==> src/rtl/dallanma_cozucu_if.sv <==
// Branch/jump resolver bus: execute-side operation, PC-generator redirect,
// flush, link/exception pulses and statistics.
interface dallanma_cozucu_if #(parameter int SAYAC_BIT = 16);
  logic                 dal_gecerli_i;
  logic                 dal_hazir_o;
  logic [2:0]           dal_turu_i;
  logic [31:0]          adres_i;
  logic [31:0]          anlik_i;
  logic [31:0]          yazmac_degeri1_i;
  logic [31:0]          yazmac_degeri2_i;
  logic                 tahmin_atladi_i;
  logic [31:0]          tahmin_adres_i;
  logic                 yonlendir_gecerli_o;
  logic [31:0]          yonlendir_adres_o;
  logic                 yonlendir_hazir_i;
  logic                 temizle_o;
  logic                 baglanti_gecerli_o;
  logic [31:0]          baglanti_o;
  logic                 hizasiz_o;
  logic [SAYAC_BIT-1:0] dal_sayisi_o;
  logic [SAYAC_BIT-1:0] yanlis_tahmin_o;

  modport master (
    output dal_gecerli_i, dal_turu_i, adres_i, anlik_i, yazmac_degeri1_i,
           yazmac_degeri2_i, tahmin_atladi_i, tahmin_adres_i, yonlendir_hazir_i,
    input  dal_hazir_o, yonlendir_gecerli_o, yonlendir_adres_o, temizle_o,
           baglanti_gecerli_o, baglanti_o, hizasiz_o, dal_sayisi_o, yanlis_tahmin_o
  );

  modport slave (
    input  dal_gecerli_i, dal_turu_i, adres_i, anlik_i, yazmac_degeri1_i,
           yazmac_degeri2_i, tahmin_atladi_i, tahmin_adres_i, yonlendir_hazir_i,
    output dal_hazir_o, yonlendir_gecerli_o, yonlendir_adres_o, temizle_o,
           baglanti_gecerli_o, baglanti_o, hizasiz_o, dal_sayisi_o, yanlis_tahmin_o
  );
endinterface

==> src/rtl/dallanma_cozucu.sv <==
// Branch/jump resolver: decides taken/target, compares with the fetch
// prediction, holds a redirect until accepted and then flushes.
module dallanma_cozucu #(
  parameter int TEMIZLE_CEVRIM = 2,
  parameter int SAYAC_BIT      = 16
) (
  input logic              clk_i,
  input logic              rst_ni,
  dallanma_cozucu_if.slave bus
);
  localparam int SW = (TEMIZLE_CEVRIM > 1) ? $clog2(TEMIZLE_CEVRIM + 1) : 1;

  typedef enum logic [1:0] {BOSTA, YONLENDIR, TEMIZLE} durum_t;

  typedef struct packed {
    logic        atla;
    logic [31:0] hedef;
    logic [31:0] sirali;
    logic        hizasiz;
    logic        yanlis;
  } karar_t;

  durum_t        durum;
  logic [SW-1:0] sayac;
  karar_t        k;
  logic          kabul;
  logic [31:0]   rs1, rs2;

  assign rs1   = bus.yazmac_degeri1_i;
  assign rs2   = bus.yazmac_degeri2_i;
  assign kabul = bus.dal_gecerli_i && bus.dal_hazir_o;

  always_comb begin
    k = '0;
    unique case (bus.dal_turu_i)
      3'd0:    k.atla = (rs1 == rs2);
      3'd1:    k.atla = (rs1 != rs2);
      3'd2:    k.atla = ($signed(rs1) <  $signed(rs2));
      3'd3:    k.atla = ($signed(rs1) >= $signed(rs2));
      3'd4:    k.atla = (rs1 <  rs2);
      3'd5:    k.atla = (rs1 >= rs2);
      default: k.atla = 1'b1;
    endcase
    k.hedef   = (bus.dal_turu_i == 3'd7) ? ((rs1 + bus.anlik_i) & ~32'd1)
                                         : (bus.adres_i + bus.anlik_i);
    k.sirali  = bus.adres_i + 32'd4;
    k.hizasiz = k.atla && (k.hedef[1:0] != 2'b00);
    k.yanlis  = (bus.tahmin_atladi_i != k.atla) ||
                (k.atla && (bus.tahmin_adres_i != k.hedef));
  end

  always_ff @(posedge clk_i or negedge rst_ni) begin
    if (!rst_ni) begin
      durum                   <= BOSTA;
      sayac                   <= '0;
      bus.dal_hazir_o         <= 1'b0;
      bus.yonlendir_gecerli_o <= 1'b0;
      bus.yonlendir_adres_o   <= '0;
      bus.temizle_o           <= 1'b0;
      bus.baglanti_gecerli_o  <= 1'b0;
      bus.baglanti_o          <= '0;
      bus.hizasiz_o           <= 1'b0;
      bus.dal_sayisi_o        <= '0;
      bus.yanlis_tahmin_o     <= '0;
    end else begin
      bus.baglanti_gecerli_o <= 1'b0;
      bus.hizasiz_o          <= 1'b0;
      unique case (durum)
        BOSTA: begin
          bus.dal_hazir_o <= 1'b1;
          if (kabul) begin
            if (bus.dal_sayisi_o != '1) bus.dal_sayisi_o <= bus.dal_sayisi_o + 1'b1;
            if (bus.dal_turu_i[2:1] == 2'b11) begin
              bus.baglanti_gecerli_o <= 1'b1;
              bus.baglanti_o         <= k.sirali;
            end
            // a misaligned target raises the exception instead of redirecting
            if (k.hizasiz) begin
              bus.hizasiz_o <= 1'b1;
            end else if (k.yanlis) begin
              if (bus.yanlis_tahmin_o != '1) bus.yanlis_tahmin_o <= bus.yanlis_tahmin_o + 1'b1;
              durum                   <= YONLENDIR;
              bus.dal_hazir_o         <= 1'b0;
              bus.yonlendir_gecerli_o <= 1'b1;
              bus.yonlendir_adres_o   <= k.atla ? k.hedef : k.sirali;
              bus.temizle_o           <= 1'b1;
            end
          end
        end
        YONLENDIR: begin
          if (bus.yonlendir_hazir_i) begin
            bus.yonlendir_gecerli_o <= 1'b0;
            if (TEMIZLE_CEVRIM == 0) begin
              durum           <= BOSTA;
              bus.temizle_o   <= 1'b0;
              bus.dal_hazir_o <= 1'b1;
            end else begin
              durum <= TEMIZLE;
              sayac <= SW'(TEMIZLE_CEVRIM);
            end
          end
        end
        TEMIZLE: begin
          if (sayac <= SW'(1)) begin
            durum           <= BOSTA;
            bus.temizle_o   <= 1'b0;
            bus.dal_hazir_o <= 1'b1;
          end else begin
            sayac <= sayac - 1'b1;
          end
        end
        default: durum <= BOSTA;
      endcase
    end
  end
endmodule

==> src/flat_wrapper.sv <==
// flat-port wrapper written by rule: the top's interface ports become plain ports
module dallanma_cozucu_flat 
#(
  parameter int TEMIZLE_CEVRIM = 2,
  parameter int SAYAC_BIT      = 16
)
  (clk_i, rst_ni, bus_dal_gecerli_i, bus_dal_turu_i, bus_adres_i, bus_anlik_i, bus_yazmac_degeri1_i, bus_yazmac_degeri2_i, bus_tahmin_atladi_i, bus_tahmin_adres_i, bus_yonlendir_hazir_i, bus_dal_hazir_o, bus_yonlendir_gecerli_o, bus_yonlendir_adres_o, bus_temizle_o, bus_baglanti_gecerli_o, bus_baglanti_o, bus_hizasiz_o, bus_dal_sayisi_o, bus_yanlis_tahmin_o);
  dallanma_cozucu_if #(.SAYAC_BIT(SAYAC_BIT)) bus_i ();
  input logic clk_i;
  input logic rst_ni;
  input wire logic [$bits(bus_i.dal_gecerli_i)-1:0] bus_dal_gecerli_i;
  input wire logic [$bits(bus_i.dal_turu_i)-1:0] bus_dal_turu_i;
  input wire logic [$bits(bus_i.adres_i)-1:0] bus_adres_i;
  input wire logic [$bits(bus_i.anlik_i)-1:0] bus_anlik_i;
  input wire logic [$bits(bus_i.yazmac_degeri1_i)-1:0] bus_yazmac_degeri1_i;
  input wire logic [$bits(bus_i.yazmac_degeri2_i)-1:0] bus_yazmac_degeri2_i;
  input wire logic [$bits(bus_i.tahmin_atladi_i)-1:0] bus_tahmin_atladi_i;
  input wire logic [$bits(bus_i.tahmin_adres_i)-1:0] bus_tahmin_adres_i;
  input wire logic [$bits(bus_i.yonlendir_hazir_i)-1:0] bus_yonlendir_hazir_i;
  output wire logic [$bits(bus_i.dal_hazir_o)-1:0] bus_dal_hazir_o;
  output wire logic [$bits(bus_i.yonlendir_gecerli_o)-1:0] bus_yonlendir_gecerli_o;
  output wire logic [$bits(bus_i.yonlendir_adres_o)-1:0] bus_yonlendir_adres_o;
  output wire logic [$bits(bus_i.temizle_o)-1:0] bus_temizle_o;
  output wire logic [$bits(bus_i.baglanti_gecerli_o)-1:0] bus_baglanti_gecerli_o;
  output wire logic [$bits(bus_i.baglanti_o)-1:0] bus_baglanti_o;
  output wire logic [$bits(bus_i.hizasiz_o)-1:0] bus_hizasiz_o;
  output wire logic [$bits(bus_i.dal_sayisi_o)-1:0] bus_dal_sayisi_o;
  output wire logic [$bits(bus_i.yanlis_tahmin_o)-1:0] bus_yanlis_tahmin_o;
  assign bus_i.dal_gecerli_i = bus_dal_gecerli_i;
  assign bus_i.dal_turu_i = bus_dal_turu_i;
  assign bus_i.adres_i = bus_adres_i;
  assign bus_i.anlik_i = bus_anlik_i;
  assign bus_i.yazmac_degeri1_i = bus_yazmac_degeri1_i;
  assign bus_i.yazmac_degeri2_i = bus_yazmac_degeri2_i;
  assign bus_i.tahmin_atladi_i = bus_tahmin_atladi_i;
  assign bus_i.tahmin_adres_i = bus_tahmin_adres_i;
  assign bus_i.yonlendir_hazir_i = bus_yonlendir_hazir_i;
  assign bus_dal_hazir_o = bus_i.dal_hazir_o;
  assign bus_yonlendir_gecerli_o = bus_i.yonlendir_gecerli_o;
  assign bus_yonlendir_adres_o = bus_i.yonlendir_adres_o;
  assign bus_temizle_o = bus_i.temizle_o;
  assign bus_baglanti_gecerli_o = bus_i.baglanti_gecerli_o;
  assign bus_baglanti_o = bus_i.baglanti_o;
  assign bus_hizasiz_o = bus_i.hizasiz_o;
  assign bus_dal_sayisi_o = bus_i.dal_sayisi_o;
  assign bus_yanlis_tahmin_o = bus_i.yanlis_tahmin_o;
  dallanma_cozucu #(.TEMIZLE_CEVRIM(TEMIZLE_CEVRIM), .SAYAC_BIT(SAYAC_BIT)) u_core (.clk_i(clk_i), .rst_ni(rst_ni), .bus(bus_i));
endmodule
==> config.mk <==
export PLATFORM = sky130hd
export DESIGN_NAME = dallanma_cozucu_flat
export DESIGN_NICKNAME = d
export VERILOG_FILES = /design/src/rtl/dallanma_cozucu_if.sv /design/src/rtl/dallanma_cozucu.sv /design/src/flat_wrapper.sv
export SDC_FILE = /design/constraint.sdc
export NUM_CORES = 1
export LEC_CHECK = 0
export BUFFER_PORTS_ARGS = -buffer_cell sky130_fd_sc_hd__buf_2
export CORE_UTILIZATION = 25
export CTS_CLUSTER_SIZE = 14
export DETAILED_ROUTE_END_ITERATION = 8
export GPL_TIMING_DRIVEN = 0
export SETUP_SLACK_MARGIN = 0.1
export SLEW_MARGIN = 25
export SYNTH_ARGS = -nofsm -noshare
export SYNTH_HDL_FRONTEND = slang
export SYNTH_SLANG_ARGS = --single-unit
==> constraint.sdc <==
create_clock -name clk_i -period 2.4 [get_ports clk_i]
set_input_delay 0.48 -clock clk_i [delete_from_list [all_inputs] [get_ports clk_i]]
set_output_delay 0.48 -clock clk_i [all_outputs]
set_load 0.01 [all_outputs]
# Yosys cells after proc, flatten, opt, wreduce, memory -nomap -nowiden
# Cells that the tools add are included.
[totals]
mem_count = 0
word_cells = 92
regBits = 105
output_inout_bits = 101
latch_bits = 0
mem_bits_rw = 0
inputBits = 168
rom_bits = 0
[classes]
n_lt_le_gt_ge = 5
muxes = 29
n_addsub = 6
n_reduce_logical = 19
n_eq_ne = 21
bitwise = 1
mul = 0
shift = 0
div_mod_pow = 0
[op_table]
columns = ["op", "n"]
rows = [
  ["32-bit adder", 2],
  ["32-bit >= comparator", 2],
  ["32-bit less-than comparator", 2],
  ["32-bit two-way mux", 2],
  ["32-bit inequality test", 2],
  ["16-bit by 1-bit adder with 16-bit output (second input constant)", 2],
  ["32-bit by 3-bit adder with 32-bit output (second input constant)", 1],
  ["32-bit == test", 1],
  ["16-bit inequality test (second input constant)", 2],
  ["5-bit AND reduction", 4],
  ["1-bit two-way mux", 15],
  ["2-bit two-way mux", 6],
  ["3-bit == test (second input constant)", 3],
  ["3-bit AND reduction", 3],
  ["2-bit nonzero test", 4],
  ["3-bit by 2-bit == test with 1-bit output (second input constant)", 2],
  ["2-bit by 1-bit inequality test with 1-bit output (second input constant)", 3],
  ["2-bit inequality test (second input constant)", 3],
  ["1-bit case mux with 2 select lines", 3],
  ["1-bit case mux with 6 select lines", 1],
  ["2-bit case mux with 3 select lines", 1],
  ["2-bit == test (second input constant)", 2],
  ["2-bit case mux with 2 select lines", 1],
  ["4-bit AND reduction", 1],
  ["other kinds (11)", 13],
]

# Longest topological paths before layout
# Gate-level depths: netlist of the first run.
[logic_depth]
word_depth = 9
ltp_mapped = 16
ltp_nobuf = 14

# Worst setup path before layout of the first run
# No wires, ideal clock.
[synth_path]
path_kind = "input to register"
startpoint = "in bus_anlik_i[0]"
endpoint = "reg u_core.bus.yonlendir_adres_o[10]"
n_path_buf = 2
setup_ps = 125
required_time_ps = 2275
setup_slack_ps = -1912
t_arrival_ps = 4187
stages = 16
path_cell_list = "ha_1 -> fa_1 -> a21o_1 -> a221o_1 -> a221oi_2 -> o41a_1 -> o31a_1 -> xnor2_1 -> o311ai_1 -> nor4_1 -> nand4_1 -> or4b_4 -> and2_4 -> buf_6 -> buf_6 -> mux2_4"
[synth_via]
elab_chain_len = 6
elab_cells_between_ends = 11
cone_classes = "add/sub: 2; eq/ne: 1; mux: 2; bitwise: 1; reduce/logical: 5"
[synth_rtl]
columns = ["element", "line", "source"]
rows = [
  ["from (decl)", "flat_wrapper.sv:14", "input wire logic [$bits(bus_i.anlik_i)-1:0] bus_anlik_i;"],
  ["32-bit adder, on equally long branches", "dallanma_cozucu.sv:45, dallanma_cozucu.sv:44", ""],
  ["32-bit two-way mux *", "dallanma_cozucu.sv:44", "k.hedef = (bus.dal_turu_i == 3'd7) ? ((rs1 + bus.anlik_i) & ~32'd1)"],
  ["32-bit inequality test / 2-bit nonzero test (equally long branches)", "dallanma_cozucu.sv:49, dallanma_cozucu.sv:47", ""],
  ["1-bit logical AND, on equally long branches", "dallanma_cozucu.sv:49, dallanma_cozucu.sv:47", ""],
  ["1-bit logical OR / 1-bit NOT (equally long branches)", "n/a", ""],
  ["4-bit AND reduction (no line)", "n/a", ""],
  ["to (signal assigned)", "dallanma_cozucu.sv:85", "bus.yonlendir_adres_o <= k.atla ? k.hedef : k.sirali;"],
  ["to (decl)", "dallanma_cozucu_if.sv:33", "output dal_hazir_o, yonlendir_gecerli_o, yonlendir_adres_o, temizle_o,"],
]
# Every way passes the cells marked *; elsewhere a longest branch is shown, timed or not.
# A chain may end at the register's enable or synchronous reset.

# Final worst setup path of the first run
[layout_path]
startpoint = "in bus_adres_i[0]"
endpoint = "reg u_core.bus.yonlendir_adres_o[13]"
[layout_via]
elab_chain_len = 6
elab_cells_between_ends = 11
cone_classes = "add/sub: 2; eq/ne: 1; mux: 2; bitwise: 1; reduce/logical: 5"
[layout_rtl]
columns = ["element", "line", "source"]
rows = [
  ["from (decl)", "flat_wrapper.sv:13", "input wire logic [$bits(bus_i.adres_i)-1:0] bus_adres_i;"],
  ["32-bit adder", "dallanma_cozucu.sv:45", ": (bus.adres_i + bus.anlik_i);"],
  ["32-bit two-way mux", "dallanma_cozucu.sv:44", ""],
  ["32-bit inequality test / 2-bit nonzero test (equally long branches)", "dallanma_cozucu.sv:49, dallanma_cozucu.sv:47", ""],
  ["1-bit logical AND, on equally long branches", "dallanma_cozucu.sv:49, dallanma_cozucu.sv:47", ""],
  ["1-bit logical OR / 1-bit NOT (equally long branches)", "n/a", ""],
  ["4-bit AND reduction (no line)", "n/a", ""],
]
# Parallel ways exist; a longest one is shown, timed or not.

==> results of run 1 <==
## synthesized netlist by cell type (all sizes together) (5+ instances only)
cell type  instances
nand2            165
a21oi            116
dfrtp            105
ha                97
o21ai             90
xnor2             82
nor2              79
inv               53
clkbuf            52
xor2              48
nand3             44
nand4             40
mux2              32
nor3              32
a21o              27
and3              26
mux2i             26
buf               14
a211oi            13
nor4              13
o211ai            13
and4              12
and2              11
o21a              11
or3               10
a31oi              9
nand2b             9
nor2b              9
a21boi             7
a221oi             7
a22oi              7
o21bai             6
nand3b             5
nor4b              5
## logic make-up after synthesis
family                     synth area share [%]
adders and majority gates                  11.4
muxes                                      6.46
buffers and inverters                      4.40
xor gates and xnor gates                   11.4
and+or+nand+nor                            21.5
AOI/OAI and AO/OA                          20.9
DFF                                        23.9
## placed cells by master, fill, tap and decap left out, types with 24 or more instances in the layout
cell type / count
a21o_1: 27
a21oi_1: 108
and3_1: 24
buf_2: 271
clkbuf_1: 31
dfrtp_1: 105
ha_1: 85
inv_1: 48
mux2_4: 24
nand2_1: 163
nand3_1: 40
nand4_1: 40
nor2_1: 73
nor3_1: 24
o21ai_0: 75
xnor2_1: 80
xor2_1: 48
## registers in the layout, summed over array words and instances (netlist names), 2 cells and up
register	cells
u_core.durum	2
u_core.bus.yonlendir_adres_o	32
u_core.bus.dal_sayisi_o	16
u_core.bus.yanlis_tahmin_o	16
u_core.bus.baglanti_o	32
u_core.sayac	2
## final cells by class
class                           instances  share of cell area (%)
Sequential cell                       105                    18.3
Antenna cell                            6                   0.105
Clock buffer                           10                    1.60
Inverter                               53                    1.42
Tap cell                              585                    5.10
Timing Repair Buffer                  290                    11.3
Clock inverter                          6                   0.601
Multi-Input combinational cell       1127                    59.0
Buffer                                 58                    2.56
## path summary, 6_finish.rpt
kind / from / depth (start not counted) / slack [ns] / endpoint
setup / recovery: bus_adres_i[0] / 17 / -1.97 / u_core.bus.yonlendir_adres_o[13]
hold / removal: rst_ni / 1 / 0.004 / u_core.bus.yonlendir_gecerli_o
setup reg to reg: u_core.bus.yanlis_tahmin_o[8] / 10 / 0.08 / u_core.bus.yanlis_tahmin_o[11]
hold reg to reg: u_core.bus.baglanti_o[29] / 2 / 0.48 / u_core.bus.baglanti_o[29]
max in group asynchronous: rst_ni / 2 / 1.73 / u_core.bus.baglanti_o[15]
min in group clk_i: bus_adres_i[1] / 3 / 0.43 / u_core.bus.baglanti_o[1]
## through the flow
| stage | cell area, sq um | instances | utilization (%) | hold slack [ns] |
|---|---|---|---|---|
| after detailed placement | 13200 | 2204 | 30.6 | 0.390 |
| after CTS | 14200 | 2234 | 32.8 | 0.00929 |
| after global placement | 13200 | 2203 | 30.5 | 0.459 |
| after floorplan | 11100 | 1351 | - | 0.184 |
| final | 14400 | 2240 | 33.2 | 0.00410 |
| after global routing | 14400 | 2239 | 33.2 | 0.0138 |
## report_power, final
part	internal, mW	leakage [nW]	switching, mW
Sequential	2.46	1.32	0.485
Clock	0.841	0.154	0.733
Combinational	2.28	5.06	2.90
## layer usage
layer / wire (um) / up-vias / part of all wire [%] / global-route usage [%]
met5: 101 / - / 0.22 / 0
li1: - / 5542 / - / -
met1: 20100 / 5458 / 44 / 25.7
met3: 2870 / 69 / 6.3 / 3.40
met2: 21500 / 385 / 47 / 33.7
met4: 1180 / 14 / 2.6 / 6.57
## worst max-delay path, cell delays in order
cell and delay (ns):
buf_12 0.11, ha_4 0.15, fa_2 0.33, a21o_1 0.18, a221o_2 0.42, a221oi_4 0.31, o41a_1 0.26, o31a_1 0.26
xnor2_2 0.18, o2111ai_2 0.16, nor4_4 0.27, nand4_1 0.16, or4b_4 0.54, and2_4 0.19, buf_12 0.15, buf_12 0.14
mux2_4 0.29
## timing repair
item                       CTS  global route
gates resized for setup     93            37
buffers inserted            15             4
hold endpoints to repair     0             0
pin swaps                   22            15
gates cloned                 3             0
setup endpoints to repair   93            90
==> results by group, run 1 <==
Outcome
  • Status: complete, but fails checks
  • Violated checks: negative setup slack

Floorplan
  • DIE AREA: 44800 sq um
  • I/O Pins: 269
  • Die Wd: 212 um
  • Core area: roughly 43000 sq um
  • Row count: 76
  • Starting Density: roughly 25%
  • Chip Height: between 200 and 250 um

Clock network
  • CTS Buf Count: 9
  • Worst-skew pair later-pin latency: around 0.35 ns
  • H-tree depth: 3
  • Clk sink count: ~110
  • CTS tree: yes
  • Root buf cell: clkbuf_16
  • Reg clk slew, reported paths: ~0.08 ns
  • Max Root-Sink Buffers: 2
  • Hold_buf cts: 0

Layout
  • Fillers: roughly 4600
  • Area of the multi-input gates: approximately 8500 sq um
  • Sequential cell area: between 2000 and 3000 sq um
  • Share of cells above drive strength 1: between 20% and 30%
  • # nets final: roughly 1900
  • Area Overhead vs Synth: 30.5%

Timing
  • Crit share post-route: 182%
  • Slew headroom: between 30 and 40%
  • RSZ-0062 raised after global routing: yes
  • Fmax: approximately 230 MHz
  • Final setup vio count: 53
  • Worst slew pin tran: about 0.9 ns
  • Final WS setup: -1.97 ns
  • Period minus WS final: between 4 and 5 ns
  • Layout Skew: 0.00873 ns
  • TNS Setup: -98.59 ns
  • Pins over their slew limit: 0
  • Final Hold Fails: 0

Yosys
  • Syn Inst Count: 1351
  • Synth Net Count: approximately 1600
  • Post-Syn Area: ~11000 sq um
  • Sequential area share after synthesis: 23.9%
  • Synth top area share: 23.9%
  • YS warnings: 0
  • Synthesized flop and latch total: 105
  • Unique masters post-synth: 83
  • Share of synthesized registers carrying an async set or reset: 100%
  • Cell taking the most area after synthesis: dfrtp_1
  • Synth area leaders: dfrtp_1, ha_1, xnor2_1, nand2_1, a21oi_1
  • Ys flop type: dfrtp_1
  • EDFF count, synth: 0
  • Mean Syn Cell Area: roughly 8 sq um

Worst setup path
  • CP Data Required Time: roughly 2.6 ns
  • Crit start category: primary input
  • Crit path DAT: 4.61 ns
  • CP Max Fanout: 7
  • Setup crit end kind: flip-flop
  • CP Class: in -> reg

Placement
  • GP Congestion: approximately 0.9
  • Detail Placement HPWL: 38.7 mm
  • Pre-CTS setup slack: -3.04 ns
  • IO Port Bufs: 267

Routing
  • Vias: about 11000
  • Drc violations: 0
  • Post-DR wirelength/cell: ~20 um
  • Violation count after the first detailed-route iteration: ~850
  • Post-route ant nets: 0
  • Pre-antenna DRT Iters: 7
  • Drt via density: a little over 5
  • Routed wire length: roughly 46 mm

Run
  • Max cap viols: 0

Global route
  • GRT overflow: 0
  • First-pass GRT wire length: around 67 mm
  • Initial antenna violation count: 13
  • Largest net degree at the start of global routing: 74
  • Vias in the first global route: ~11000
  • Gr usage total: between 20% and 30%

Power
  • PwrDens: between 600 and 700 nW/um^2
  • VDD IR max: 0.000318 V
  • Lkg Pwr: ~6.5 nW
  • Power Total: about 9.7 mW

Hold path
  • Min-Delay Path Class: in -> async
Power figures use the tool's default switching activity.
==> run 2: changes to the inputs <==
--- a/config.mk
+++ b/config.mk
@@ -10,6 +10,7 @@
 export CTS_CLUSTER_SIZE = 14
 export DETAILED_ROUTE_END_ITERATION = 8
 export GPL_TIMING_DRIVEN = 0
+export HOLD_SLACK_MARGIN = 0.03
 export SETUP_SLACK_MARGIN = 0.1
 export SLEW_MARGIN = 25
 export SYNTH_ARGS = -nofsm -noshare
==> run 2 against run 1 <==
Compared with the run above:
- the run still ends with negative setup slack left
- design area barely moved
- total power hardly changed
- clock skew hardly changed
- sequential share of layout area about the same
- via count grew 0.13%
- core utilization is essentially flat
- non-clock buffer count grew 1
- critical path type unchanged
- largest power group unchanged
==> results by group, run 2 (synthesis results as in run 1) <==
Timing
  • Final Hold Fails: 0 (unchanged)
  • RSZ-0062 raised after global routing: yes
  • Fmax: 229 MHz (+0.13%)
  • Final setup vio count: 53 (unchanged)
  • Pins over their slew limit: 0 (unchanged)
  • TNS Setup: -98.40 ns (+0.198 ns)
  • Final WS setup: -1.97 ns (+0.00563 ns)
  • Slew headroom: 38.0% (about the same)
  • Layout Skew: 0.00912 ns (+0.000389 ns)
  • Worst slew pin tran: 0.922 ns (+0.0000173 ns)
  • Crit share post-route: 182% (-0.23 points)
  • Period minus WS final: 4.37 ns (-0.00563 ns)

Clock network
  • Max Root-Sink Buffers: 2 (unchanged)
  • Worst-skew pair later-pin latency: 0.35 ns (about the same)
  • CTS Buf Count: 9 (unchanged)
  • Clk sink count: 105 (unchanged)
  • H-tree depth: 3 (unchanged)
  • Root buf cell: clkbuf_16
  • CTS tree: yes
  • Reg clk slew, reported paths: 0.08 ns (about the same)

Routing
  • Routed wire length: 45.7 mm (about the same)
  • Vias: 11500 (+0.13%)
  • Violation count after the first detailed-route iteration: 775 (-8.6%)
  • Post-DR wirelength/cell: 20.4 um (-0.13%)
  • Drc violations: 0 (unchanged)
  • Drt via density: 5.12 (about the same)
  • Post-route ant nets: 0 (unchanged)
  • Pre-antenna DRT Iters: 5 (-2)

Worst setup path
  • Critical path buffer and inverter count: 3 (unchanged)
  • CP Data Required Time: 2.64 ns (about the same)
  • CP Max Fanout: 7 (unchanged)
  • Setup crit end kind: flip-flop
  • Worst r2r src: u_core.bus.yanlis_tahmin_o[8]
  • Crit path max-delay cell type: or4b_4
  • Crit-path most repeated cell: buf_12
  • Crit start category: primary input
  • Levels on crit path: 17 (unchanged)
  • R2r setup slk: 0.08 ns (about the same)
  • R2r endpoint: u_core.bus.yanlis_tahmin_o[11]
  • Max incr delay on CP: 0.54 ns (about the same)
  • Delay-heaviest family, CP: compound AO/OA/AOI/OAI gates
  • Crit path DAT: 4.60 ns (about the same)
  • CP Class: in -> reg
  • Worst-case reg-to-reg path depth: 10 (unchanged)
  • Cell chain of the critical path: buf_12, ha_4, fa_2, a21o_1, a221o_2, a221oi_4, o41a_1, o31a_1, xnor2_2, o2111ai_2, nor4_4, nand4_1, or4b_4, and2_4, buf_12, buf_16, mux2_4

Layout
  • Share of cells above drive strength 1: 28.4% (about the same)
  • Top Registers: u_core.bus.baglanti_o: 32 flops, u_core.bus.yonlendir_adres_o: 32 flops
  • Most frequent cells in the layout: buf_2, nand2_1, a21oi_1
  • Leading cell type in the layout, fill and taps excluded: buf_2
  • Area Overhead vs Synth: 30.7% (about the same)
  • Design area: 14400 sq um (about the same)
  • # nets final: 1912 (+0.052%)

Floorplan
  • Die Wd: 212 um (unchanged)
  • DIE AREA: 44800 sq um (unchanged)
  • Starting Density: 25.4% (unchanged)
  • Core area: 43300 sq um (unchanged)
  • I/O Pins: 269 (unchanged)
  • Chip Height: 212 um (unchanged)
  • Row count: 76 (unchanged)

Global route
  • Gr usage total: 20.0% (unchanged)
  • Initial antenna violation count: 13 (unchanged)
  • Vias in the first global route: 11200 (unchanged)
  • First-pass GRT wire length: 67.2 mm (unchanged)
  • GRT overflow: 0 (unchanged)
  • Largest net degree at the start of global routing: 74 (unchanged)

Placement
  • IO Port Bufs: 267 (unchanged)
  • Area after DPL: 13200 sq um (unchanged)
  • Detail Placement HPWL: 38.7 mm (unchanged)
  • GP Congestion: 0.900 (unchanged)

Hold path
  • Hold worst-path end: u_core.bus.baglanti_o[1]
  • Min-Delay Path Class: in -> reg
  • Hold Path Origin: bus_adres_i[1]
  • Hold Path Stages: 3

Power
  • Lkg Pwr: 6.53 nW (about the same)
  • VDD IR max: 0.000319 V (+0.19%)
  • PwrDens: 675 nW/um^2 (about the same)

Run
  • Max cap viols: 0 (unchanged)

Outcome
  • Violated checks: negative setup slack
  • Status: complete, but fails checks
## run 2: cell types whose count changed in the layout (fill, tap and decap cells not counted)
cell / delta
diode_2: +1
dlygate4sd3_1: +1
## run 2: power breakdown
part | internal (mW) | switching [mW] | total [mW]
Combinational | 2.28 | 2.90 | 5.18
Clock | 0.841 | 0.735 | 1.58
Sequential | 2.46 | 0.485 | 2.94
## run 2: how the worst max path moves through the flow
stage / end / from / slack, ns
floorplan: u_core.bus.yonlendir_adres_o[10] / bus_anlik_i[0] / -1.82
global placement: u_core.bus.yonlendir_adres_o[12] / bus_yazmac_degeri1_i[1] / -3.11
detailed placement: u_core.bus.yonlendir_adres_o[30] / bus_yazmac_degeri1_i[1] / -3.04
CTS: u_core.bus.yonlendir_adres_o[9] / bus_adres_i[0] / -1.96
global route: u_core.bus.yonlendir_adres_o[8] / bus_adres_i[0] / -2.07
finish: u_core.bus.yonlendir_adres_o[5] / bus_adres_i[0] / -1.97
## run 2: repair_timing
| item | 4_1_cts | 5_1_grt |
|---|---|---|
| setup endpoints to repair | 93 | 90 |
| pin swaps | 22 | 15 |
| setup buffers | 15 | 4 |
| hold endpoints to repair | 32 | 0 |
| resized for setup | 93 | 37 |
| gates cloned | 3 | 0 |
| hold buffers | 1 | 0 |
## run 2: layer usage
metal,up-vias,routed length (um),share of wire [%],GRT usage (%)
li1,5547,-,-,-
met2,374,21500,47,33.7
met3,72,2740,6.0,3.40
met1,5478,20200,44,25.7
met5,-,81,0.18,0
met4,12,1210,2.7,6.57
## run 2: tightest hold or removal path: cells and delay by family
family                 cells  cell delay [ns]
buffers and inverters      2             0.19
AO/OA/AOI/OAI              1             0.07
## run 2: through the flow
step                      hold WS [ns]  std cells  util [%]  total power, mW  setup WS, ns
after global placement           0.459       2203      30.5             7.64         -3.11
after CTS                        0.427       2235      32.8             9.63         -1.96
after floorplan                  0.184       1351         -             5.77         -1.82
after detailed placement         0.390       2204      30.6             7.75         -3.04
after global routing             0.434       2240      33.2             10.4         -2.07
final                            0.436       2242      33.2             9.70         -1.97
## run 2: layout make-up
type / count / area, sq um
antenna: 7 / 17.5
clock inverter: 6 / 86.3
timing repair buffer: 291 / 1630
multi-input combinational: 1127 / 8470
sequential: 105 / 2630
tap: 585 / 732
clock buffer: 10 / 229
inverter: 53 / 204
buffer: 58 / 368
fill: 4596 / 28900
